$ cat config.mk
export PLATFORM = sky130hd
export DESIGN_NAME = result_fifo
export DESIGN_NICKNAME = d
export VERILOG_FILES = /design/src/rtl/result_fifo.sv
export SDC_FILE = /design/constraint.sdc
export NUM_CORES = 1
export LEC_CHECK = 0
export CAP_MARGIN = 10
export CORE_ASPECT_RATIO = 1.2
export CORE_MARGIN = 3
export CORE_UTILIZATION = 35
export DETAILED_ROUTE_END_ITERATION = 6
export PLACE_DENSITY_LB_ADDON = 0.08
export SKIP_LAST_GASP = 1
export SLEW_MARGIN = 30
export SYNTH_ARGS = -nofsm -noshare
export SYNTH_HDL_FRONTEND = slang
export SYNTH_SLANG_ARGS = --single-unit
$ cat constraint.sdc
create_clock -name clk -period 3.8 [get_ports clk]
set_clock_uncertainty 0.15 [all_clocks]
set_input_delay 0.95 -clock clk [delete_from_list [all_inputs] [get_ports clk]]
set_output_delay 0.95 -clock clk [all_outputs]
set_load 0.1 [all_outputs]
$ cat src/rtl/result_fifo.sv
`default_nettype none
// +--------------------------------------------------------------------------+
// | Module  : result_fifo                                                    |
// | Purpose : 1-bit wide synchronous FIFO holding queued test results.       |
// |           Simultaneous push/pop are both honoured, even when full.       |
// |           Flush empties the FIFO and takes priority over push/pop.       |
// | Ports   : clk, rst_n        clock, async active-low reset                |
// |           i_push, i_din     write strobe and result bit                  |
// |           i_pop             read strobe (ignored when empty)             |
// |           i_flush           discard all entries                          |
// |           o_dout            head entry (valid when !o_empty)             |
// |           o_empty, o_full   occupancy flags                              |
// |           o_level           number of stored entries                     |
// |           o_overflow        push dropped this cycle (full, no pop)       |
// | Revision: 1.0  initial release                                           |
// +--------------------------------------------------------------------------+
module result_fifo #(
  parameter int DEPTH = 4
) (
  input  logic                   clk,
  input  logic                   rst_n,
  input  logic                   i_push,
  input  logic                   i_din,
  input  logic                   i_pop,
  input  logic                   i_flush,
  output logic                   o_dout,
  output logic                   o_empty,
  output logic                   o_full,
  output logic [$clog2(DEPTH):0] o_level,
  output logic                   o_overflow
);

  localparam int PTR_W = $clog2(DEPTH);
  localparam int LVL_W = PTR_W + 1;

  logic [DEPTH-1:0] r_mem;
  logic [PTR_W-1:0] r_wr_ptr;
  logic [PTR_W-1:0] r_rd_ptr;
  logic [LVL_W-1:0] r_level;

  logic w_pop_ok;
  logic w_push_ok;

  always_comb begin
    o_empty    = (r_level == '0);
    o_full     = (r_level == LVL_W'(DEPTH));
    w_pop_ok   = i_pop & ~o_empty;
    // A pop in the same cycle frees the slot, so a push into a full FIFO is
    // still accepted. When full, wr_ptr == rd_ptr: the head is read
    // combinationally before the edge that overwrites that slot.
    w_push_ok  = i_push & (~o_full | w_pop_ok);
    o_overflow = i_push & o_full & ~w_pop_ok & ~i_flush;
    o_dout     = r_mem[r_rd_ptr];
    o_level    = r_level;
  end

  always_ff @(posedge clk or negedge rst_n) begin
    if (!rst_n) begin
      r_mem    <= '0;
      r_wr_ptr <= '0;
      r_rd_ptr <= '0;
      r_level  <= '0;
    end else if (i_flush) begin
      r_wr_ptr <= '0;
      r_rd_ptr <= '0;
      r_level  <= '0;
    end else begin
      if (w_push_ok) begin
        r_mem[r_wr_ptr] <= i_din;
        r_wr_ptr        <= r_wr_ptr + PTR_W'(1);
      end
      if (w_pop_ok) begin
        r_rd_ptr <= r_rd_ptr + PTR_W'(1);
      end
      case ({w_push_ok, w_pop_ok})
        2'b10:   r_level <= r_level + LVL_W'(1);
        2'b01:   r_level <= r_level - LVL_W'(1);
        default: r_level <= r_level;
      endcase
    end
  end

endmodule
`default_nettype wire

==> results.md <==
- Drt wl/cell: about 13 µm
- TNS Setup: 0 ns
- Data required, critical path: roughly 2.7 ns
- Worst hold path class: register to register
- CP startpoint kind: primary input
- Status: complete, no violations
- Area share of xor/xnor cells in the synthesized design: 4.69%
- Drt pass-1 iters: 4
- Clk sinks: 11
- Net Sw Frac: a little under half
- Root Buffer: clkbuf_4
- Most common cell after layout, fill and taps aside: dfrtp_1
- P_leak: 0.415 nW
- Vias: approximately 560
- Power, Total: roughly 0.48 mW
- Post-CTS setup-driven buffer insertion count: 0
- Worst-path fanout max: 5
- Resize count post-CTS: 0
- Post-DP Area: between 800 and 900 µm²
- DIE AREA: about 2700 µm²
- Slew @ Worst Pin: slightly above 0.5 ns
- Post-Syn Instances: between 70 and 80
- Final Hold Vio Count: 0
- Die Wd: slightly below 50 µm
- Max clock buf depth: 2
- Largest family of logic cells by synthesized area: simple AND/OR/NAND/NOR gates
- Top cells by area, synth: dfrtp_1 (37%), ha_1 (6.7%), mux2_1 (6.0%)
- Final min period: approximately 3.2 ns
- Number of vias per cell: around 5.0
- Top cell type's share of synthesized area: a little under two fifths
- Final Slew Violations: 0
- Simple-gate area share of the yosys netlist: between 20% and 30%
- Pwr dens: about 520 nW/µm²
- GR Util met1: 18.5%
- Relative slew margins: about two thirds
- Beginning of the worst hold path: r_mem[0]
- R2R Path Start: o_level[0]
- Largest net degree at the start of global routing: 12
- Mapped cell area: 747 µm²
- Largest area contributor in the netlist: dfrtp_1
- Clock network power share: ~18%
- Fin crit share: 84.0%
- Final net count: 97
- Boundary Pins: 13
- Hold EP: r_mem[0]
- Post-synthesis mux area share: 11.9%
- R2R depth: 6
- Final setup fails: 0
- Unique masters post-synth: 34
- Flop pwr share: 35.7%
- Final wirelength: about 1.4 mm
- DP HPWL: between 1 and 1.5 mm
- Initial antenna violation count: 0
- Row cnt: 17
- Most frequent cells in the layout: dfrtp_1 (11), buf_4 (9), nor2_1 (7)
- Busiest grt layer: met1
- Post-Syn Area per Cell: around 11 µm²
- Initial DRC count: 7
- Max_cap viols: 0
- Core area: roughly 1900 µm²
- Met3 usage: roughly 2.9%
- Synthesized Nets: 82
- Area delta synth->final: 23.6%
- VDD IR max: around 0.3 mV
- First-pass GRT wire length: 2.46 mm
- Number of global-route vias before repair: roughly 540
- Worst-Skew Late Latency: around 0.28 ns
- FF-to-FF End: o_level[2]
- N_diodes: 0
- WS Path Type: primary input to primary output
- H-tree levels: 1
- Remaining Overflow, GRT: 0
- Port buffer count: 12
- Chip height: 56.6 µm
- Hold depth: 1
- Global-route usage over all layers: about an eighth
- CTS buffer count: 3
- Unrepaired setup endpoints after global routing: false
- Share of cells above drive strength 1: about a quarter
- Logic pwr share: between 40% and 50%
- Critical Path AT: 2.09 ns
- GRT met2 Usage: between 15 and 20%
- Synth Register Bits: 11
- Syn. warnings: 0
- FF-to-FF setup slack: 1.23 ns
- Switch Pwr: 0.229 mW
- Compound-gate portion of the synthesized area: under 10%
- Pint: between 0.2 and 0.3 mW
- CTS hold repair buffers: 0
- Crit end category: primary output
- Antenna Nets Post-Route: 0
- Max Clock Freq: 313 MHz
- Clock-pin slew on the worst setup and hold paths: about 0.07 ns
- Final instance area: 923 µm²
- CTS tree: yes
- Seq/Total Area, Yosys: 36.9%
- # DRC: 0
- GPL Wtd Cong: 0.727
- Synth Area in Adders: under 10%
- Initial Utilization: approximately two fifths
## state kept, by name (all words and copies together) (netlist names)
| register | flops |
|---|---|
| r_rd_ptr | 2 |
| r_wr_ptr | 2 |
| r_mem | 4 |
| o_level | 3 |
## worst max-delay path, stage by stage
cell             delay (ns)
clkdlybuf4s50_1        0.47
nor2b_1                0.25
and3_2                 0.25
buf_12                 0.17
## worst max path at each step
stage               startpoint          to  slack, ns  cells past startpoint
finish                  i_push  o_overflow       0.61                      4
global route            i_push  o_overflow       0.49                      4
CTS                     i_push  o_overflow       0.60                      4
detailed placement      i_push  o_overflow       0.60                      4
global placement        i_push  o_overflow       0.60                      4
floorplan           o_level[0]  o_overflow       0.35                      4
## power groups by stage
stage,logic (mW),registers (mW),clock network [mW]
finish,0.224,0.171,0.0844
global route,0.239,0.175,0.0968
CTS,0.226,0.171,0.0891
detailed placement,0.225,0.174,0
global placement,0.225,0.173,0
floorplan,0.154,0.197,0
## cells by family after synthesis
| logic type | after synthesis |
|---|---|
| AND/OR/NAND/NOR | 26 |
| flip-flops | 11 |
| AO/OA/AOI/OAI | 10 |
| buffers and inverters | 8 |
| multiplexers | 7 |
| adder cells (fa/ha/maj) | 5 |
| XOR/XNOR | 4 |
## synthesized netlist by cell type, drive strengths merged
library cell,number
a21oi,2
a31oi,1
and2,1
and3,1
and3b,4
buf,5
dfrtp,11
fa,1
ha,4
inv,3
mux2,5
mux2i,1
mux4,1
nand2,2
nand2b,2
nand3,2
nor2,7
nor2b,2
nor3,1
nor4b,1
o2111ai,2
o211ai,1
o21ai,1
o21bai,1
o311ai,1
o31ai,1
or2,1
or3,1
or3b,1
xnor2,1
xor2,3
## layout make-up
class                           instances  area (µm²)
Multi-Input combinational cell         52         438
Inverter                                3        11.3
Tap cell                               28        35.0
Timing Repair Buffer                   15         138
Clock buffer                            4        26.3
Fill cell                             180        1010
Sequential cell                        11         275
## stage by stage
step / util (%) / std cells / setup WS (ns) / hold WS, ns
5_1_grt: 47.7 / 113 / 0.488 / 0.363
4_1_cts: 47.7 / 113 / 0.597 / 0.341
6_report: 47.7 / 113 / 0.608 / 0.336
3_5_place_dp: 46.3 / 109 / 0.597 / 0.324
2_1_floorplan: - / 71 / 0.354 / 0.302
3_3_place_gp: 46.3 / 109 / 0.595 / 0.317
## per-layer routing
layer  part of all wire (%)  vias up
li1                       -      274
met1                     49      271
met2                     44       13
met3                    3.8        5
met4                    3.3        0
met5                      0        -
Note: power is estimated with default switching activity, not from simulation.
